**src/rtl/fb_seq_pkg.sv**
```systemverilog
// Shared types and constants for the feedback timing sequencer.
package fb_seq_pkg;
    localparam int SEQ_CW      = 8;
    localparam int SEQ_NBW     = 3;
    localparam int SEQ_MW      = 8;
    localparam int SEQ_CLR_LEN = 2;

    localparam int DEF_COND_START = 17;
    localparam int DEF_COND_LEN   = 2;
    localparam int DEF_DAC_START  = 20;
    localparam int DEF_DAC_LEN    = 2;
    localparam int DEF_NUM_BUNCH  = 1;

    typedef enum logic [2:0] {
        ST_IDLE,
        ST_ARMED,
        ST_RUN,
        ST_DONE,
        ST_CLEAR
    } seq_state_t;
endpackage

```
**src/rtl/fb_window_decode.sv**
```systemverilog
// Registered window gate: high the cycle after cnt lies in [start, start+len-1] while enabled.
module fb_window_decode
    import fb_seq_pkg::*;
#(
    parameter int CW = SEQ_CW
) (
    input  logic          clk_i,
    input  logic          rst_i,
    input  logic [CW:0]   cnt_i,
    input  logic [CW-1:0] start_i,
    input  logic [CW-1:0] len_i,
    input  logic          win_en_i,
    input  logic          force_on_i,
    input  logic          fb_en_i,
    output logic          gate_o
);
    logic [CW:0] stop;
    logic        hit;
    logic        gate_q;

    // Window bounds are CW+1 bits wide so start+len never wraps.
    assign stop = {1'b0, start_i} + {1'b0, len_i};
    assign hit  = (cnt_i >= {1'b0, start_i}) && (cnt_i < stop);

    always_ff @(posedge clk_i or posedge rst_i) begin
        if (rst_i) begin
            gate_q <= 1'b0;
        end else begin
            gate_q <= fb_en_i && ((win_en_i && hit) || force_on_i);
        end
    end

    assign gate_o = gate_q;
endmodule

```
**src/rtl/fb_timing_sequencer.sv**
```systemverilog
// Bunch-strobe driven sequencer for the feedback calc gate and DAC update clock.
// state | meaning
// IDLE  | waiting for store window; ARMED | waiting for bunch strobe
// RUN   | counting, windows live;     DONE  | all bunches served, hold
// CLEAR | end-of-store DAC clear pulse
module fb_timing_sequencer
    import fb_seq_pkg::*;
#(
    parameter int CW      = SEQ_CW,
    parameter int NBW     = SEQ_NBW,
    parameter int MW      = SEQ_MW,
    parameter int CLR_LEN = SEQ_CLR_LEN
) (
    input  logic           clk,
    input  logic           rst,
    input  logic           store_strb,
    input  logic           bunch_strb,
    input  logic           fb_en,
    input  logic [CW-1:0]  cond_start,
    input  logic [CW-1:0]  cond_len,
    input  logic [CW-1:0]  dac_start,
    input  logic [CW-1:0]  dac_len,
    input  logic [NBW-1:0] num_bunches,
    input  logic           dsp_oflow,
    output logic           fb_cond,
    output logic           dac_clk,
    output logic           busy,
    output logic [NBW-1:0] bunch_idx,
    output logic           oflow_sticky,
    output logic [MW-1:0]  missed_cnt
);
    localparam int              CLRW     = $clog2(CLR_LEN + 1);
    localparam logic [CW:0]     CNT_ONE  = 1;
    localparam logic [NBW:0]    NB_ONE   = 1;
    localparam logic [MW-1:0]   MISS_ONE = 1;
    localparam logic [CLRW-1:0] CLR_ONE  = 1;
    localparam logic [CLRW-1:0] CLR_LOAD = CLRW'(CLR_LEN - 1);

    seq_state_t      state_q, state_d;
    logic            store_q;
    logic [CW:0]     cnt_q, cnt_d;
    logic [CW-1:0]   cs_q, cs_d, cl_q, cl_d, ds_q, ds_d, dl_q, dl_d;
    logic [NBW-1:0]  nb_q, nb_d, bidx_q, bidx_d;
    logic            oflow_q, oflow_d, busy_q;
    logic [MW-1:0]   missed_q, missed_d;
    logic [CLRW-1:0] clr_q, clr_d;

    logic            fall, at_end, run_win, clr_next;
    logic [CW:0]     cond_stop, dac_stop, last_stop, end_cnt;
    logic [NBW:0]    nb_eff, bidx_inc;
    logic [MW-1:0]   missed_inc;

    assign fall       = store_q & ~store_strb;
    assign cond_stop  = {1'b0, cs_q} + {1'b0, cl_q};
    assign dac_stop   = {1'b0, ds_q} + {1'b0, dl_q};
    assign last_stop  = (cond_stop > dac_stop) ? cond_stop : dac_stop;
    assign end_cnt    = (last_stop == '0) ? '0 : last_stop - CNT_ONE;
    // cnt starts at 1, so >= also terminates a degenerate end of 0.
    assign at_end     = (cnt_q >= end_cnt);
    assign nb_eff     = (nb_q == '0) ? NB_ONE : {1'b0, nb_q};
    assign bidx_inc   = {1'b0, bidx_q} + NB_ONE;
    assign missed_inc = (missed_q == '1) ? missed_q : missed_q + MISS_ONE;
    assign run_win    = (state_q == ST_RUN) && !fall;
    assign clr_next   = (state_d == ST_CLEAR);

    always_comb begin
        state_d  = state_q;
        cnt_d    = cnt_q;
        cs_d     = cs_q;
        cl_d     = cl_q;
        ds_d     = ds_q;
        dl_d     = dl_q;
        nb_d     = nb_q;
        bidx_d   = bidx_q;
        oflow_d  = oflow_q;
        missed_d = missed_q;
        clr_d    = clr_q;
        if (state_q == ST_RUN && dsp_oflow) begin
            oflow_d = 1'b1;
        end
        if (fall && (state_q == ST_ARMED || state_q == ST_RUN || state_q == ST_DONE)) begin
            state_d = ST_CLEAR;
            cnt_d   = '0;
            clr_d   = CLR_LOAD;
        end else begin
            case (state_q)
                ST_IDLE: begin
                    if (store_strb) begin
                        cs_d     = cond_start;
                        cl_d     = cond_len;
                        ds_d     = dac_start;
                        dl_d     = dac_len;
                        nb_d     = num_bunches;
                        bidx_d   = '0;
                        oflow_d  = 1'b0;
                        missed_d = '0;
                        state_d  = ST_ARMED;
                    end
                end
                ST_ARMED: begin
                    if (bunch_strb) begin
                        cnt_d   = CNT_ONE;
                        state_d = ST_RUN;
                    end
                end
                ST_RUN: begin
                    if (bunch_strb) begin
                        missed_d = missed_inc;
                    end
                    if (at_end) begin
                        bidx_d  = bidx_inc[NBW-1:0];
                        cnt_d   = '0;
                        state_d = (bidx_inc >= nb_eff) ? ST_DONE : ST_ARMED;
                    end else begin
                        cnt_d = cnt_q + CNT_ONE;
                    end
                end
                ST_DONE: begin
                    if (bunch_strb) begin
                        missed_d = missed_inc;
                    end
                end
                ST_CLEAR: begin
                    if (clr_q == '0) begin
                        state_d = ST_IDLE;
                    end else begin
                        clr_d = clr_q - CLR_ONE;
                    end
                end
                default: state_d = ST_IDLE;
            endcase
        end
    end

    always_ff @(posedge clk or posedge rst) begin
        if (rst) begin
            state_q  <= ST_IDLE;
            store_q  <= 1'b0;
            cnt_q    <= '0;
            cs_q     <= CW'(DEF_COND_START);
            cl_q     <= CW'(DEF_COND_LEN);
            ds_q     <= CW'(DEF_DAC_START);
            dl_q     <= CW'(DEF_DAC_LEN);
            nb_q     <= NBW'(DEF_NUM_BUNCH);
            bidx_q   <= '0;
            oflow_q  <= 1'b0;
            missed_q <= '0;
            clr_q    <= '0;
            busy_q   <= 1'b0;
        end else begin
            state_q  <= state_d;
            store_q  <= store_strb;
            cnt_q    <= cnt_d;
            cs_q     <= cs_d;
            cl_q     <= cl_d;
            ds_q     <= ds_d;
            dl_q     <= dl_d;
            nb_q     <= nb_d;
            bidx_q   <= bidx_d;
            oflow_q  <= oflow_d;
            missed_q <= missed_d;
            clr_q    <= clr_d;
            busy_q   <= (state_d == ST_RUN);
        end
    end

    fb_window_decode #(.CW(CW)) u_cond_win (
        .clk_i      (clk),
        .rst_i      (rst),
        .cnt_i      (cnt_q),
        .start_i    (cs_q),
        .len_i      (cl_q),
        .win_en_i   (run_win),
        .force_on_i (1'b0),
        .fb_en_i    (fb_en),
        .gate_o     (fb_cond)
    );

    fb_window_decode #(.CW(CW)) u_dac_win (
        .clk_i      (clk),
        .rst_i      (rst),
        .cnt_i      (cnt_q),
        .start_i    (ds_q),
        .len_i      (dl_q),
        .win_en_i   (run_win),
        .force_on_i (clr_next),
        .fb_en_i    (fb_en),
        .gate_o     (dac_clk)
    );

    assign busy         = busy_q;
    assign bunch_idx    = bidx_q;
    assign oflow_sticky = oflow_q;
    assign missed_cnt   = missed_q;
endmodule
```
**config.mk**
```make
export PLATFORM = sky130hd
export DESIGN_NAME = fb_timing_sequencer
export DESIGN_NICKNAME = d
export VERILOG_FILES = /design/src/rtl/fb_seq_pkg.sv /design/src/rtl/fb_window_decode.sv /design/src/rtl/fb_timing_sequencer.sv
export SDC_FILE = /design/constraint.sdc
export NUM_CORES = 1
export LEC_CHECK = 0
export ABC_CLOCK_PERIOD_IN_PS = 9550
export BUFFER_PORTS_ARGS = -buffer_cell sky130_fd_sc_hd__buf_2
export CORE_ASPECT_RATIO = 0.8
export CORE_MARGIN = 2
export CORE_UTILIZATION = 45
export DETAILED_ROUTE_END_ITERATION = 8
export PLACE_DENSITY = 0.73
export SLEW_MARGIN = 20
export SYNTH_ARGS = -nofsm -noshare
export SYNTH_HDL_FRONTEND = slang
export SYNTH_SLANG_ARGS = --single-unit
```
**constraint.sdc**
```tcl
create_clock -name clk -period 9.55 [get_ports clk]
set_input_delay 0 -clock clk [delete_from_list [all_inputs] [get_ports clk]]
set_output_delay 0 -clock clk [all_outputs]
set_load 0.1 [all_outputs]
```
==> run metrics <==
status=finished clean; Tmin final=6840 ps; worst slew pin tran=986 ps; Synth area leader=dfrtp_1; ys async rst share=1.00; CTS max path bufs=2; All-Layer GR Usage=0.227; 1st-iter DRT viols=313; area added between synthesis and finish=22.0%; top post-synthesis cells by area=dfrtp_1 28%, ha_1 16%, mux2_2 4.4%; nets@finish=765; final setup TNS=0 ps; boundary pin count=56; clock sink count=65; Setup-failing EPs final=0; Fmax achieved=146 MHz; GRT overflow=0; pin count of the biggest net entering global routing=66; Die Ht=99.5 µm; Fin. Hold Viols=0; register area share after synthesis=0.319; max-cap viol count=0; syn_nets=669; YS warnings=0; drt wl/cell=16.2 µm; Crit. End Element=register; vias=4501; post-DP HPWL=9.22 mm; Setup Crit Path Kind=reg -> reg; Crit path arrival time=7090 ps; Post-Syn Area per Cell=9.17 µm²; Die Span X=123 µm; unrepaired setup endpoints after global routing=no; # resized after CTS=0; clock-pin slew on the worst setup and hold paths=50 ps; Std-Cell Rows=34; Synth cell types=75; WP data required=9800 ps; Total Wirelength=13.0 mm; I/O Buffers=55; drt pass-1 iters=4; Critical Path Start Type=register; number of flops mapped to enable cells by yosys=0; Root Buffer=clkbuf_16; worst relative slew slack=0.339; slowest CP cell=a21oi_1; Final GP Congestion=0.933; post-CTS setup buffers=0; CP peak stage delay=750 ps; Routed Antenna Nets=0; clk_lat worst skew=330 ps; Synth Cell Area=5130 µm²; vias in the first global route=4508; Initial Utilization=0.467; Fin Clk Skew=8.53 ps; Die ar.=12300 µm²; Synth Instances=559; Vias/cell=5.60; worst hold path class=in -> reg; initial antenna violation count=0; CTS Buf Count=9; Primary FF master, synth=dfrtp_1; share of layout cells above drive strength 1=0.194; final worst path period share=0.717; core area=11000 µm²; share of the synthesized area in the top cell type=0.283; first-pass GRT wire length=21.9 mm; htree depth=3; clock tree from TritonCTS=yes; Yosys reg bits=65; DRC viols=0; Crit Path Max Fanout=15; number of antenna cells inserted=0; Slew Limit Fails=0
-- critical path, delay by kind of cell, from the launching register on --
family,cells,cell delay [ps]
flops,1,530
buf+inv,1,50
fa+ha+maj,4,1140
simple gates,7,1140
xor+xnor,1,450
compound gates,14,3130
mux,1,300
-- through the flow --
| step | cells | area, µm² | hold WS [ps] | worst slack (ps) | util |
|---|---|---|---|---|---|
| after global placement | 749 | 5560 | 171 | 3100 | 0.506 |
| after global routing | 804 | 6260 | 24.7 | 2110 | 0.570 |
| after detailed placement | 749 | 5560 | 180 | 2870 | 0.506 |
| after CTS | 804 | 6260 | 3.87 | 2810 | 0.570 |
| final | 804 | 6260 | 16.9 | 2710 | 0.570 |
| after floorplan | 559 | 5130 | 31.4 | 3750 | - |
-- final timing paths --
path / startpoint / end / slack (ps) / cells past startpoint
setup reg to reg: ds_q[4]$_DFFE_PP1P_ / cnt_q[5]$_DFFE_PP0P_ / 2710 / 28
min in group asynchronous: rst / dl_q[2]$_DFFE_PP0P_ / 460 / 4
setup / recovery: ds_q[4]$_DFFE_PP1P_ / cnt_q[5]$_DFFE_PP0P_ / 2710 / 28
max in group asynchronous: rst / cnt_q[7]$_DFFE_PP0P_ / 8560 / 4
hold / removal: bunch_strb / cnt_q[0]$_DFFE_PP0P_ / 20 / 3
hold reg to reg: cl_q[5]$_DFFE_PP0P_ / cl_q[5]$_DFFE_PP0P_ / 510 / 1
-- kinds of logic (layout without fill, tap and decap cells) --
group / Yosys count / after routing / share of synthesized area
simple gates: 167 / 167 / 0.165
fa+ha+maj: 72 / 72 / 0.177
compound gates: 151 / 151 / 0.198
buf+inv: 54 / 155 / 0.0410
flops: 65 / 65 / 0.319
xor+xnor: 24 / 24 / 0.0439
mux: 26 / 26 / 0.0566
-- cell usage after synthesis, types with 5 or more instances --
cell type and n:
xnor2_1 12, nand3_1 16, a211oi_1 5, o211ai_1 7, dfstp_2 7, nor2_1 32, nand2b_1 17, a21oi_1 31
clkbuf_1 9, nor2b_1 6, dfrtp_1 58, mux2i_1 5, inv_1 42, o21ai_0 41, mux2_2 20, xor2_1 10
a21o_1 18, nand2_1 52, nor3_1 8, ha_1 67, a31oi_1 10
-- layout by cell type (no fill, tap or decap), types with 17 or more instances in the layout --
cell,count
ha_1,67
dfrtp_1,58
buf_2,55
nand2_1,52
inv_1,41
o21ai_0,41
dlygate4sd3_1,39
nor2_1,31
a21oi_1,31
mux2_2,20
a21o_1,18
nand2b_1,17
-- what timing repair did --
action | 4_1_cts | 5_1_grt
hold buffers | 39 | 0
endpoints found under the setup margin | 0 | 0
hold endpoints to repair | 97 | 0
-- metal layers --
metal  vias up  part of all wire  track usage  wire length (µm)
li1       2203                 -            -                 -
met1      2147              0.46        0.313              6010
met2       121              0.46        0.352              6060
met3        30             0.045       0.0401               589
met4         0             0.030       0.0944               388
met5         -                 0            0                 0
-- final cells by class --
cell class | count | area (µm²)
Multi-Input combinational cell | 440 | 3290
Fill cell | 943 | 4720
Tap cell | 144 | 180
Sequential cell | 65 | 1640
Clock buffer | 12 | 256
Clock inverter | 4 | 51.3
Inverter | 43 | 161
Timing Repair Buffer | 96 | 681
-- state kept, by name, indices dropped and copies added, names as in the netlist, 2 cells and up --
name / flops
cnt_q: 9
cl_q: 8
cs_q: 8
dl_q: 8
ds_q: 8
missed_cnt: 8
bunch_idx: 3
nb_q: 3
state_q: 3
clr_q: 2
Power is not shown: default switching activity piles up to over one toggle a cycle in this logic, so the estimate is an artifact.
